`src/rtl/ap_mult_pkg.sv`:
```
// Shared definitions for the approximate pipelined multiplier.
// Holds the column-geometry helpers of the partial-product matrix, the compressor
// constants used by the carry-save reduction, and the level clamp.
package ap_mult_pkg;

    // Each 3:2 compressor takes three rows and leaves two, and each 4:2 takes four and leaves two.
    localparam int unsigned C32_IN  = 3;
    localparam int unsigned C32_OUT = 2;
    localparam int unsigned C42_IN  = 4;
    localparam int unsigned C42_OUT = 2;

    // Number of partial-product bits that land in column c of a width x width matrix.
    function automatic int unsigned col_pp_count(int unsigned c, int unsigned width);
        if (c >= 2 * width - 1) begin
            return 0;
        end
        return (c < width) ? c + 1 : 2 * width - 1 - c;
    endfunction

    // Lowest multiplier row that contributes to column c.
    function automatic int unsigned col_row_lo(int unsigned c, int unsigned width);
        return (c < width) ? 0 : c - width + 1;
    endfunction

    // Effective approximation level, min(level, ap_max).
    function automatic int unsigned clamp_level(int unsigned level, int unsigned ap_max);
        return (level > ap_max) ? ap_max : level;
    endfunction

endpackage

```
`src/rtl/ap_col_reduce.sv`:
```
// Combinational column processing for the approximate multiplier.
// Columns below le are OR-reduced into or_vec and contribute no carries. The remaining bits
// are reduced to a sum row and a carry row with a chain of 4:2 compressors (built from two
// 3:2 stages), with one trailing 3:2 when the row count leaves a remainder.
// Ports:
//   pp        in   pp[i][j] = a[j] & b[i], weight column i+j
//   le        in   effective approximation level
//   sum_row   out  carry-save sum row of the unmasked bits
//   carry_row out  carry-save carry row of the unmasked bits
//   or_vec    out  per-column OR of the approximated columns (zero at and above le)
module ap_col_reduce
    import ap_mult_pkg::*;
#(
    parameter int unsigned WIDTH  = 12,
    parameter int unsigned LVL_W  = 5,
    parameter int unsigned AP_MAX = 12
) (
    input  logic [WIDTH-1:0][WIDTH-1:0] pp,
    input  logic [LVL_W-1:0]            le,
    output logic [2*WIDTH-1:0]          sum_row,
    output logic [2*WIDTH-1:0]          carry_row,
    output logic [2*WIDTH-1:0]          or_vec
);

    localparam int unsigned PW = 2 * WIDTH;
    localparam int unsigned STEP42 = C42_IN - C42_OUT;
    localparam int unsigned REM = (WIDTH - C42_OUT) % STEP42;

    function automatic logic [PW-1:0] csa_sum(logic [PW-1:0] x, logic [PW-1:0] y,
                                              logic [PW-1:0] z);
        return x ^ y ^ z;
    endfunction

    function automatic logic [PW-1:0] csa_carry(logic [PW-1:0] x, logic [PW-1:0] y,
                                                logic [PW-1:0] z);
        return ((x & y) | (x & z) | (y & z)) << 1;
    endfunction

    logic [PW-1:0] rows [WIDTH];
    int unsigned   le_n;

    assign le_n = 32'(le);

    // Shifted, masked partial-product rows: bits in approximated columns are removed.
    always_comb begin
        for (int unsigned i = 0; i < WIDTH; i++) begin
            rows[i] = '0;
            for (int unsigned j = 0; j < WIDTH; j++) begin
                rows[i][i+j] = pp[i][j] & (i + j >= le_n);
            end
        end
    end

    always_comb begin
        int unsigned lo;
        lo = 0;
        or_vec = '0;
        for (int unsigned c = 0; c < AP_MAX; c++) begin
            lo = col_row_lo(c, WIDTH);
            for (int unsigned k = 0; k < col_pp_count(c, WIDTH); k++) begin
                or_vec[c] = or_vec[c] | pp[lo+k][c-lo-k];
            end
            or_vec[c] = or_vec[c] & (c < le_n);
        end
    end

    always_comb begin
        logic [PW-1:0] s1;
        logic [PW-1:0] c1;
        s1 = '0;
        c1 = '0;
        sum_row   = rows[0];
        carry_row = rows[1];
        for (int unsigned k = C42_OUT; k + STEP42 <= WIDTH; k += STEP42) begin
            s1        = csa_sum(sum_row, carry_row, rows[k]);
            c1        = csa_carry(sum_row, carry_row, rows[k]);
            sum_row   = csa_sum(s1, c1, rows[k+1]);
            carry_row = csa_carry(s1, c1, rows[k+1]);
        end
        if (REM == C32_IN - C32_OUT) begin
            s1        = csa_sum(sum_row, carry_row, rows[WIDTH-1]);
            carry_row = csa_carry(sum_row, carry_row, rows[WIDTH-1]);
            sum_row   = s1;
        end
    end

endmodule

```
`src/rtl/ap_mult_pipe.sv`:
```
// Three-stage pipelined unsigned WIDTH x WIDTH multiplier with a per-beat approximation level.
// S1 registers operands and the clamped level, S2 registers the carry-save rows and the OR
// vector of the approximated columns, S3 registers the final sum. All stages advance together
// when the output is empty or being consumed, so backpressure stalls the whole pipe.
// Ports:
//   clk, rst             clock, synchronous active-high reset
//   in_valid/in_ready    operand handshake; in_a, in_b operands, in_level requested level
//   out_valid/out_ready  result handshake; out_res product, out_level effective level
//   busy                 any stage holds a valid beat
module ap_mult_pipe
    import ap_mult_pkg::*;
#(
    parameter int unsigned WIDTH  = 12,
    parameter int unsigned LVL_W  = 5,
    parameter int unsigned AP_MAX = 12
) (
    input  logic               clk,
    input  logic               rst,
    input  logic               in_valid,
    output logic               in_ready,
    input  logic [WIDTH-1:0]   in_a,
    input  logic [WIDTH-1:0]   in_b,
    input  logic [LVL_W-1:0]   in_level,
    output logic               out_valid,
    input  logic               out_ready,
    output logic [2*WIDTH-1:0] out_res,
    output logic [LVL_W-1:0]   out_level,
    output logic               busy
);

    localparam int unsigned PW = 2 * WIDTH;

    logic adv;

    logic             s1_valid_q;
    logic [WIDTH-1:0] s1_a_q;
    logic [WIDTH-1:0] s1_b_q;
    logic [LVL_W-1:0] s1_le_q;

    logic             s2_valid_q;
    logic [PW-1:0]    s2_sum_q;
    logic [PW-1:0]    s2_carry_q;
    logic [PW-1:0]    s2_or_q;
    logic [LVL_W-1:0] s2_le_q;

    logic [WIDTH-1:0][WIDTH-1:0] pp;
    logic [PW-1:0]               sum_row;
    logic [PW-1:0]               carry_row;
    logic [PW-1:0]               or_vec;

    assign adv      = !out_valid | out_ready;
    assign in_ready = adv;
    assign busy     = s1_valid_q | s2_valid_q | out_valid;

    // Valid bits: bubbles propagate as zeros, everything holds while stalled.
    always_ff @(posedge clk) begin
        if (rst) begin
            s1_valid_q <= 1'b0;
            s2_valid_q <= 1'b0;
        end else if (adv) begin
            s1_valid_q <= in_valid;
            s2_valid_q <= s1_valid_q;
        end
    end

    always_ff @(posedge clk) begin
        if (adv && in_valid) begin
            s1_a_q  <= in_a;
            s1_b_q  <= in_b;
            s1_le_q <= LVL_W'(clamp_level(32'(in_level), AP_MAX));
        end
    end

    always_comb begin
        for (int unsigned i = 0; i < WIDTH; i++) begin
            pp[i] = s1_a_q & {WIDTH{s1_b_q[i]}};
        end
    end

    ap_col_reduce #(
        .WIDTH  (WIDTH),
        .LVL_W  (LVL_W),
        .AP_MAX (AP_MAX)
    ) u_col_reduce (
        .pp        (pp),
        .le        (s1_le_q),
        .sum_row   (sum_row),
        .carry_row (carry_row),
        .or_vec    (or_vec)
    );

    always_ff @(posedge clk) begin
        if (adv && s1_valid_q) begin
            s2_sum_q   <= sum_row;
            s2_carry_q <= carry_row;
            s2_or_q    <= or_vec;
            s2_le_q    <= s1_le_q;
        end
    end

    // The exact part is a multiple of 2^Le, so OR-ing in the low field cannot collide.
    always_ff @(posedge clk) begin
        if (rst) begin
            out_valid <= 1'b0;
            out_res   <= '0;
            out_level <= '0;
        end else if (adv) begin
            out_valid <= s2_valid_q;
            if (s2_valid_q) begin
                out_res   <= (s2_sum_q + s2_carry_q) | s2_or_q;
                out_level <= s2_le_q;
            end
        end
    end

endmodule

```
`config.mk`:
```
export PLATFORM = sky130hd
export DESIGN_NAME = ap_mult_pipe
export DESIGN_NICKNAME = d
export VERILOG_FILES = /design/src/rtl/ap_mult_pkg.sv /design/src/rtl/ap_col_reduce.sv /design/src/rtl/ap_mult_pipe.sv
export SDC_FILE = /design/constraint.sdc
export NUM_CORES = 1
export LEC_CHECK = 0
export CORE_ASPECT_RATIO = 0.9
export CORE_MARGIN = 3
export CORE_UTILIZATION = 50
export CTS_CLUSTER_SIZE = 20
export DETAILED_ROUTE_END_ITERATION = 8
export PLACE_DENSITY = 0.78
export SYNTH_ARGS = -nofsm -noshare
export SYNTH_HDL_FRONTEND = slang
export SYNTH_HIERARCHICAL = 1
export SYNTH_SLANG_ARGS = --single-unit
```
`constraint.sdc`:
```
create_clock -name clk -period 12.85 [get_ports clk]
set_clock_uncertainty 0.05 [all_clocks]
set_input_delay 1.285 -clock clk [delete_from_list [all_inputs] [get_ports clk]]
set_output_delay 1.285 -clock clk [all_outputs]
set_load 0.01 [all_outputs]
```
======== Word-level counts from Yosys, hierarchy flattened ========
Index checks and enable logic that the tools add are counted.
storage, ports and cells
  flip-flop bits (word level) ............. 125
  output and inout port bits .............. 32
  word-level logic and storage cells ...... 361
operators by class
  add/sub/neg operators ................... 1
  magnitude comparators ................... 36
  bitwise logic cells ..................... 308
  reductions and logical operators ........ 4
operators with widths
  kind                  number
  $or A23 B23 Y23       19
  $and A23 B23 Y23      11
  $xor A24 B24 Y24      9
  $and A1 B1 Y1         156
  $and A12 B12 Y12      12
  $or A1 B1 Y1          69
  $and A23 B15 Y23      2
  $and A23 B16 Y23      2
  $and A23 B17 Y23      2
  $and A23 B18 Y23      2
  $and A23 B19 Y23      2
  $and A23 B20 Y23      2
  $and A23 B21 Y23      2
  $and A23 B22 Y23      2
  $ge A4 B5 Y1 const A  8
  $ge A5 B5 Y1 const A  7
  $add A24 B24 Y24      1
  $or A24 B12 Y24       1
  $xor A24 B15 Y24      1
  $xor A24 B16 Y24      1
  $xor A24 B17 Y24      1
  $xor A24 B18 Y24      1
  $xor A24 B19 Y24      1
  $xor A24 B20 Y24      1
  20 further kinds      34

======== Longest topological paths before layout ========
Gate-level depths: netlist of run 1.
  depth after elaboration ................. 32
  mapped depth ............................ 19

======== Modules after synthesis ========
The synthesis of run 1 kept the hierarchy.
modules (own cells, without submodules)
  module         times used  cells each  area an instance (um2)
  ap_mult_pipe   1           584         6538.8
  ap_col_reduce  1           405         3776.1

======== Worst setup path after synthesis of run 1 ========
No wires, ideal clock.
  kind .................................... reg-to-reg
  start ................................... register s1_le_q[2]
  end ..................................... register s2_sum_q[11], data pin
  arrival ................................. 6343 ps
  required time ........................... 12531 ps
  slack ................................... 6188 ps
  stages on the path, launching flop included .. 17
  buffers on the path ..................... 3
  cells stage by stage .................... edfxtp_1 > buf_6 > buf_2 > a21oi_1 > buf_2 > nand2_1 > fa_1 > fa_1 > fa_1 > fa_1 > fa_1 > fa_1 > fa_1 > fa_1 > fa_1 > inv_1 > fa_1
between the ends
  cells in the longest elaborated chain, start to end .. 31
  elaborated cells between the ends (all ways) .. 150
  those cells by class .................... order compare (10); bitwise (140)
RTL lines
  item                                                  line                 text
  from (decl)                                           ap_mult_pipe.sv:38   logic [LVL_W-1:0] s1_le_q;
  from (signal assigned)                                ap_mult_pipe.sv:70   s1_le_q <= LVL_W'(clamp_level(32'(in_level), AP_MAX));
  $ge A2 B5 Y1                                          ap_col_reduce.sv:49  rows[i][i+j] = pp[i][j] & (i + j >= le_n);
  $and A1 B1 Y1                                         ap_col_reduce.sv:49
  $and A12 B13 Y13 or $and A12 B14 Y14 (tied branches)  ap_col_reduce.sv:36  return ((x & y) | (x & z) | (y & z)) << 1;
  $or A23 B23 Y23                                       ap_col_reduce.sv:36
  $or A23 B14 Y23                                       ap_col_reduce.sv:36
  $and A23 B23 Y23                                      ap_col_reduce.sv:36
  $or A23 B23 Y23 (2 in a row)                          ap_col_reduce.sv:36
  $and A23 B23 Y23                                      ap_col_reduce.sv:36
  [12 not listed]                                       n/a
  $or A23 B23 Y23 (2 in a row)                          ap_col_reduce.sv:36
  $and A23 B23 Y23                                      ap_col_reduce.sv:36
  $or A23 B23 Y23 (2 in a row)                          ap_col_reduce.sv:36
  $and A23 B23 Y23                                      ap_col_reduce.sv:36
  $or A23 B23 Y23 (2 in a row)                          ap_col_reduce.sv:36
  $xor A24 B24 Y24                                      ap_col_reduce.sv:31  return x ^ y ^ z;
  $xor A24 B23 Y24 *                                    ap_col_reduce.sv:31
  net sum_row[11]                                       ap_mult_pipe.sv:47   logic [PW-1:0] sum_row;
  to (signal assigned)                                  ap_mult_pipe.sv:94   s2_sum_q <= sum_row;
  to (decl)                                             ap_mult_pipe.sv:41   logic [PW-1:0] s2_sum_q;
Mark *: on every way through the listed nets, which the timed path passes. The rest lies on a longest branch.
A chain may end at the register's enable or synchronous reset.

======== Final worst setup path of run 1 ========
  start ................................... register s1_le_q[4]
  end ..................................... register s2_sum_q[11], data pin
Same word-level chain as after synthesis.

==> results.sh, run 1 <==
export IMPL_status="completed"
export IMPL_dp_hpwl_um=16100
export IMPL_finalSetupTns_ns=0
export IMPL_cp_max_fo=26
export IMPL_max_slew_margin_pct=24.82
export IMPL_grt_pass1_wl_um=36010
export IMPL_synth_area_mux_share_pct=0.1941
export IMPL_die_x_um=157.4
export IMPL_start_util_pct=51.29
export IMPL_n_antenna_cell=0
export IMPL_synth_top_family_by_area="adder cells"
export IMPL_cts_root_buffer="clkbuf_16"
export IMPL_synthArstFlopShare_pct=0
export IMPL_syn_avg_cell_area_um2=10.43
export IMPL_setup_violations=0
export IMPL_cts_tree="done"
export IMPL_max_freq_mhz=136.9
export IMPL_grt_usage_pct=20.45
export IMPL_placedInstanceArea_um2=10990
export IMPL_coreArea_um2=20110
export IMPL_antenna_found_initial=0
export IMPL_cts_htree_levels=4
export IMPL_clkLatencyLatePin_ns=0.43
export IMPL_dieHeight_um=142.3
export IMPL_overflow=0
export IMPL_ys_seq_area_share_pct=37.07
export IMPL_synth_compound_area_share_pct=7.496
export IMPL_yosys_warnings=6
export IMPL_post_cts_resized=0
export IMPL_synth_edff_count=106
export IMPL_critPathCaptureType="register"
export IMPL_p_per_area_nw_per_um2=124.0
export IMPL_synthXorXnorAreaFrac_pct=1.613
export IMPL_synthTopCellsByArea="edfxtp_1 31%, fa_1 21%, and2_1 11%"
export IMPL_synth_area_um2=10310
export IMPL_rsz0062_at_grt="no"
export IMPL_crit_type="register to register"
export IMPL_synth_top_area_share_pct=30.86
export IMPL_wl_um=21810
export IMPL_synth_simple_gate_area_share_pct=22.70
export IMPL_syn2layout_area_growth_pct=12.59
export IMPL_utilization_pct=57.75
export IMPL_stdcell_area_um2=11610
export IMPL_path_clk_slew_ns=0.06
export IMPL_dr_first_iter_drc_count=564
export IMPL_r2r_start="s1_le_q[4]"
export IMPL_holdCritPathClass="register to register"
export IMPL_drive_above_1_share_pct=4.918
export IMPL_slew_viol_final=0
export IMPL_first_pass_iters=6
export IMPL_fin_cells=1292
export IMPL_grt_max_degree=79
export IMPL_hp_start="out_level[4]"
export IMPL_finalPower_w=0.001440
export IMPL_cts_buffers=17
export IMPL_ios=65
export IMPL_power_leakage_nw=4.146
export IMPL_io_buffer_count=64
export IMPL_ant_nets=0
export IMPL_hold_viol=0
export IMPL_cp_startpoint="s1_le_q[4]"
export IMPL_post_route_drc_count=0
export IMPL_worst_endpoint_arrival_ns=7.42
export IMPL_post_cts_buffers=0
export IMPL_min_period_ns=7.306
export IMPL_synth_ff_type="edfxtp_1"
export IMPL_dp_cells=1260
export IMPL_route_vias_total=7037
export IMPL_synth_distinct_cells=63
export IMPL_worstMarginPinSlew_ns=1.125
export IMPL_gp_congestion=0.9060
export IMPL_start_kind="register"
export IMPL_grt_pass1_vias=7036
export IMPL_rows=49
export IMPL_cts_buffer_depth=2
export IMPL_holdBufCountCts=0
export IMPL_finalCritPeriodShare_pct=56.86
export IMPL_drv_cap=0
export IMPL_vias_per_cell=5.447
export IMPL_syn_inst=989
export IMPL_synth_seq_cells=138
export IMPL_crit_required_ns=12.96
export IMPL_cts_sinks=138
export IMPL_dieArea_um2=22390
export IMPL_routedWlPerCell_um=16.88
export IMPL_synthAdderAreaFrac_pct=25.47
export IMPL_nets=1201
export IMPL_ir_drop_uv=80.25
export IMPL_synth_top_cell_by_area="edfxtp_1"
-- registers in the layout (all words and copies together), names as in the netlist, 5 cells and up --
register / flops
s1_a_q: 12
s2_sum_q: 24
s2_carry_q: 24
s2_or_q: 24
s1_b_q: 12
out_res: 24
s1_le_q: 5
s2_le_q: 5
out_level: 5
-- power breakdown --
| group | internal (W) | switching [W] | total, W |
|---|---|---|---|
| logic | 0.000155 | 0.000203 | 0.000358 |
| clock network | 0.000313 | 0.000215 | 0.000528 |
| registers | 0.000524 | 0.0000294 | 0.000554 |
| total | 0.000992 | 0.000448 | 0.00144 |
-- per-layer routing --
| layer | vias to the layer above | part of all wire (%) | track usage [%] |
|---|---|---|---|
| li1 | 3316 | - | - |
| met1 | 3452 | 47 | 30.02 |
| met2 | 245 | 46 | 31.44 |
| met3 | 24 | 6.2 | 4.044 |
| met4 | 0 | 1.3 | 5.525 |
| met5 | - | 0 | 0 |
-- kinds of logic (layout without fill, tap and decap cells) --
logic type / Yosys count / count (layout)
mux: 2 / 2
xor+xnor: 19 / 19
flops: 138 / 138
fa+ha+maj: 144 / 144
buf+inv: 117 / 141
other cells: 2 / 26
compound gates: 110 / 110
simple gates: 457 / 457
-- cells in the mapped netlist, drive strengths merged (2+ instances only) --
cell type / count
nor3: 34
conb: 2
nor2: 61
edfxtp: 106
a21boi: 4
o211ai: 6
nand2b: 11
nand2: 136
and3: 2
buf: 38
o21ai: 17
fa: 110
inv: 43
or3: 4
a211oi: 10
or2: 5
o21bai: 2
xor2: 11
o31a: 3
a21o: 8
a41oi: 4
and2: 177
a31oi: 11
clkbuf: 36
o31ai: 2
xnor2: 8
nand3: 5
nor4: 13
o21a: 3
a21oi: 32
ha: 34
mux2i: 2
dfxtp: 32
nor2b: 3
-- cells in the final DEF, fill, tap and decap left out, drive strengths merged, types with 2 or more instances in the layout --
| cell type | synthesis | layout |
|---|---|---|
| and2 | 177 | 177 |
| nand2 | 136 | 136 |
| fa | 110 | 110 |
| edfxtp | 106 | 106 |
| clkdlybuf4s50 | 0 | 64 |
| nor2 | 61 | 61 |
| inv | 43 | 51 |
| nor3 | 34 | 34 |
| ha | 34 | 34 |
| dfxtp | 32 | 32 |
| a21oi | 32 | 32 |
| conb | 2 | 26 |
| clkbuf | 36 | 17 |
| o21ai | 17 | 17 |
| nor4 | 13 | 13 |
| nand2b | 11 | 11 |
| xor2 | 11 | 11 |
| a31oi | 11 | 11 |
| a211oi | 10 | 10 |
| a21o | 8 | 8 |
| xnor2 | 8 | 8 |
| o211ai | 6 | 6 |
| nand3 | 5 | 5 |
| or2 | 5 | 5 |
| or3 | 4 | 4 |
| a41oi | 4 | 4 |
| a21boi | 4 | 4 |
| o31a | 3 | 3 |
| nor2b | 3 | 3 |
| bufinv | 0 | 3 |
| o21a | 3 | 3 |
| and3 | 2 | 2 |
| mux2i | 2 | 2 |
| o31ai | 2 | 2 |
| o21bai | 2 | 2 |
| clkinvlp | 0 | 2 |
| clkinv | 0 | 2 |
| buf | 38 | 2 |
-- final cells by class --
| class | instances | area (µm²) |
|---|---|---|
| well taps | 255 | 319.1 |
| multi-input cells | 758 | 6028 |
| clock inverters | 15 | 200.2 |
| fillers | 1651 | 8496 |
| repair buffers | 66 | 655.6 |
| clock buffers | 17 | 425.4 |
| flip-flops and latches | 138 | 3824 |
| inverters | 43 | 161.4 |
-- stage by stage --
stage | setup slack, ns | hold WS (ns)
5_1_grt | 5.183 | 0.4377
3_3_place_gp | 5.707 | 0.3917
4_1_cts | 5.540 | 0.4128
3_5_place_dp | 5.585 | 0.3964
6_report | 5.544 | 0.4135
2_1_floorplan | 6.188 | 0.3706
-- path summary, 6_finish.rpt --
kind / end / slack, ns / cells after the start
setup / recovery: s2_sum_q[11] / 5.54 / 13
hold / removal: out_level[4] / 0.41 / 2
setup reg to reg: s2_sum_q[11] / 5.54 / 13
hold reg to reg: out_level[4] / 0.41 / 2
-- critical path, stage by stage (launching register included) --
cell	delay [ns]
edfxtp_1	0.73
a21oi_1	0.82
nand2_1	0.20
fa_1	0.54
fa_1	0.52
fa_1	0.52
fa_1	0.52
fa_1	0.52
fa_1	0.51
fa_1	0.52
fa_1	0.51
fa_1	0.55
inv_1	0.06
fa_1	0.48
Note: power is estimated with default switching activity, not from simulation.
==> inputs of run 2 (changes only) <==
--- a/config.mk
+++ b/config.mk
@@ -10,7 +10,7 @@
 export CORE_UTILIZATION = 50
 export CTS_CLUSTER_SIZE = 20
 export DETAILED_ROUTE_END_ITERATION = 8
-export PLACE_DENSITY = 0.78
+export PLACE_DENSITY = 0.81
 export SYNTH_ARGS = -nofsm -noshare
 export SYNTH_HDL_FRONTEND = slang
 export SYNTH_HIERARCHICAL = 1
==> constraint.sdc (replaced) <==
create_clock -name clk -period 6 [get_ports clk]
set_clock_uncertainty 0.05 [all_clocks]
set_input_delay 0.6 -clock clk [delete_from_list [all_inputs] [get_ports clk]]
set_output_delay 0.6 -clock clk [all_outputs]
set_load 0.01 [all_outputs]
==> run 2 against run 1 <==
The run now ends with setup timing left; maximum frequency increased by 16%; via count increased by 7.3%; sequential share of layout area decreased by 1.7 points; worst hold slack got worse by 0.0086 ns; first-iteration DRC count increased by 20%; register-to-register slack got worse by 5.9 ns; total power increased by 120%; critical path depth increased by 2; setup slack got worse by 5.9 ns; critical path type unchanged; critical endpoint is now s2_sum_q[12]; highest routed layer is now met5.
==> results.sh, run 2 (same netlist as run 1, synthesis figures left out) <==
export IMPL_status="finished, violations left"
export IMPL_violations="setup timing"
export IMPL_crit_required_ns=6.12
export IMPL_drv_cap=0
export IMPL_wl_um=24660
export IMPL_layout_setup_ws_ns=-0.3117
export IMPL_slew_viol_final=0
export IMPL_holdCritPathClass="register to register"
export IMPL_coreArea_um2=20110
export IMPL_gp_congestion=0.9002
export IMPL_syn2layout_area_growth_pct=18.57
export IMPL_cts_root_buffer="clkbuf_16"
export IMPL_worstMarginPinSlew_ns=1.073
export IMPL_final_common_cell="and2_1"
export IMPL_route_vias_total=7549
export IMPL_die_x_um=157.4
export IMPL_grt_pass1_wl_um=39160
export IMPL_finalSetupTns_ns=-1.894
export IMPL_routedWlPerCell_um=18.36
export IMPL_crit_type="register to register"
export IMPL_dr_first_iter_drc_count=677
export IMPL_met1_length_um=10510
export IMPL_path_clk_slew_ns=0.06
export IMPL_wl_met2_um=11540
export IMPL_max_stage_delay_ns=0.56
export IMPL_max_freq_mhz=158.4
export IMPL_setup_violations=10
export IMPL_dieHeight_um=142.3
export IMPL_fillers=1508
export IMPL_n_antenna_cell=0
export IMPL_holdBufCountCts=0
export IMPL_max_slew_margin_pct=28.28
export IMPL_io_buffer_count=64
export IMPL_ios=65
export IMPL_crit_family="adder cells"
export IMPL_wl_met3_um=2046
export IMPL_rsz0062_at_grt="yes"
export IMPL_critPathCaptureType="register"
export IMPL_grt_pass1_vias=7735
export IMPL_first_pass_iters=5
export IMPL_cts_sinks=138
export IMPL_ant_nets=0
export IMPL_start_util_pct=51.29
export IMPL_min_period_ns=6.312
export IMPL_drive_above_1_share_pct=16.82
export IMPL_ir_drop_uv=217.9
export IMPL_worst_path_buf_inv=2
export IMPL_overflow=0
export IMPL_dieArea_um2=22390
export IMPL_worst_endpoint_arrival_ns=6.43
export IMPL_grt_max_degree=79
export IMPL_antenna_found_initial=1
export IMPL_final_cell_mix="174 x and2_1, 129 x nand2_1, 106 x edfxtp_1, 64 x clkdlybuf4s50_1, 58 x nor2_1"
export IMPL_clkLatencyLatePin_ns=0.44
export IMPL_post_place_ws_ns=-0.3313
export IMPL_utilization_pct=60.82
export IMPL_post_route_drc_count=0
export IMPL_p_per_area_nw_per_um2=255.3
export IMPL_finalPower_w=0.003122
export IMPL_rows=49
export IMPL_grt_usage_pct=22.38
export IMPL_crit_chain="a21o_1, a21oi_2, buf_6, nand2_4, fa_1, fa_2, fa_1, fa_1, fa_2, fa_2, fa_2, fa_2, fa_1, inv_1, fa_1"
export IMPL_crit_path_top_delay_cell="fa_2"
export IMPL_power_leakage_nw=4.424
export IMPL_dp_hpwl_um=17660
export IMPL_start_kind="register"
export IMPL_cts_buffers=17
export IMPL_cts_htree_levels=4
export IMPL_cts_tree="done"
export IMPL_nets=1252
export IMPL_top_layer="met5"
export IMPL_vias_per_cell=5.621
export IMPL_finalCritPeriodShare_pct=105.2
export IMPL_cp_max_fo=5
export IMPL_hold_viol=0
export IMPL_cts_buffer_depth=2
run 2: cell types whose count changed in the layout (fill, tap and decap cells not counted), moves of 3 or more:
cell	previous run	this run
fa_1	110	55
inv_4	0	3
inv_2	0	11
buf_6	0	6
nand2_1	136	129
inv_1	43	32
fa_2	0	55
nand2_2	0	6
buf_4	2	46
run 2: layout make-up:
cell class / count / area [µm²] / area share [%]
multi-input combinational: 758 / 6271 / 51.27
clock inverter: 10 / 100.1 / 0.8184
sequential: 138 / 3824 / 31.26
inverter: 43 / 161.4 / 1.320
tap: 255 / 319.1 / 2.609
timing repair buffer: 117 / 1059 / 8.655
clock buffer: 22 / 496.7 / 4.061
run 2: worst paths after layout:
kind              slack [ns]  cells past startpoint      endpoint         start
setup / recovery       -0.31                     15  s2_sum_q[12]    s1_le_q[2]
hold / removal          0.40                      2  out_level[4]  out_level[4]
setup reg to reg       -0.31                     15  s2_sum_q[12]    s1_le_q[2]
hold reg to reg         0.40                      2  out_level[4]  out_level[4]
run 2: per-layer routing:
metal  up-vias  track usage [%]
met5         -                0
met4         2            7.671
met3        65            5.959
met2       363            35.39
met1      3696            30.24
li1       3423                -
run 2: where the power goes:
group          switching [W]  total, W  internal, W
logic               0.000485  0.000860     0.000375
clock network       0.000449   0.00109     0.000639
registers          0.0000505   0.00117      0.00112
total               0.000985   0.00312      0.00214
run 2: what timing repair did:
| action | in CTS | in global routing |
|---|---|---|
| buffers inserted | 11 | 3 |
| cloned | 0 | 1 |
| endpoints found under the hold margin | 0 | 0 |
| endpoints found under the setup margin | 18 | 18 |
| pin swaps | 33 | 27 |
| resized for setup | 35 | 21 |
run 2: worst min-delay path: cells and delay by family (launching register included):
family	cells	cell delay, ns
flops	1	0.31
simple gates	1	0.05
compound gates	1	0.05
run 2: metrics by stage:
step,area [µm²],std cells,hold slack (ns)
floorplan,10570,1013,0.3748
global placement,11370,1296,0.3910
detailed placement,11370,1296,0.3987
CTS,12150,1339,0.4070
global route,12230,1343,0.4312
finish,12230,1343,0.4049
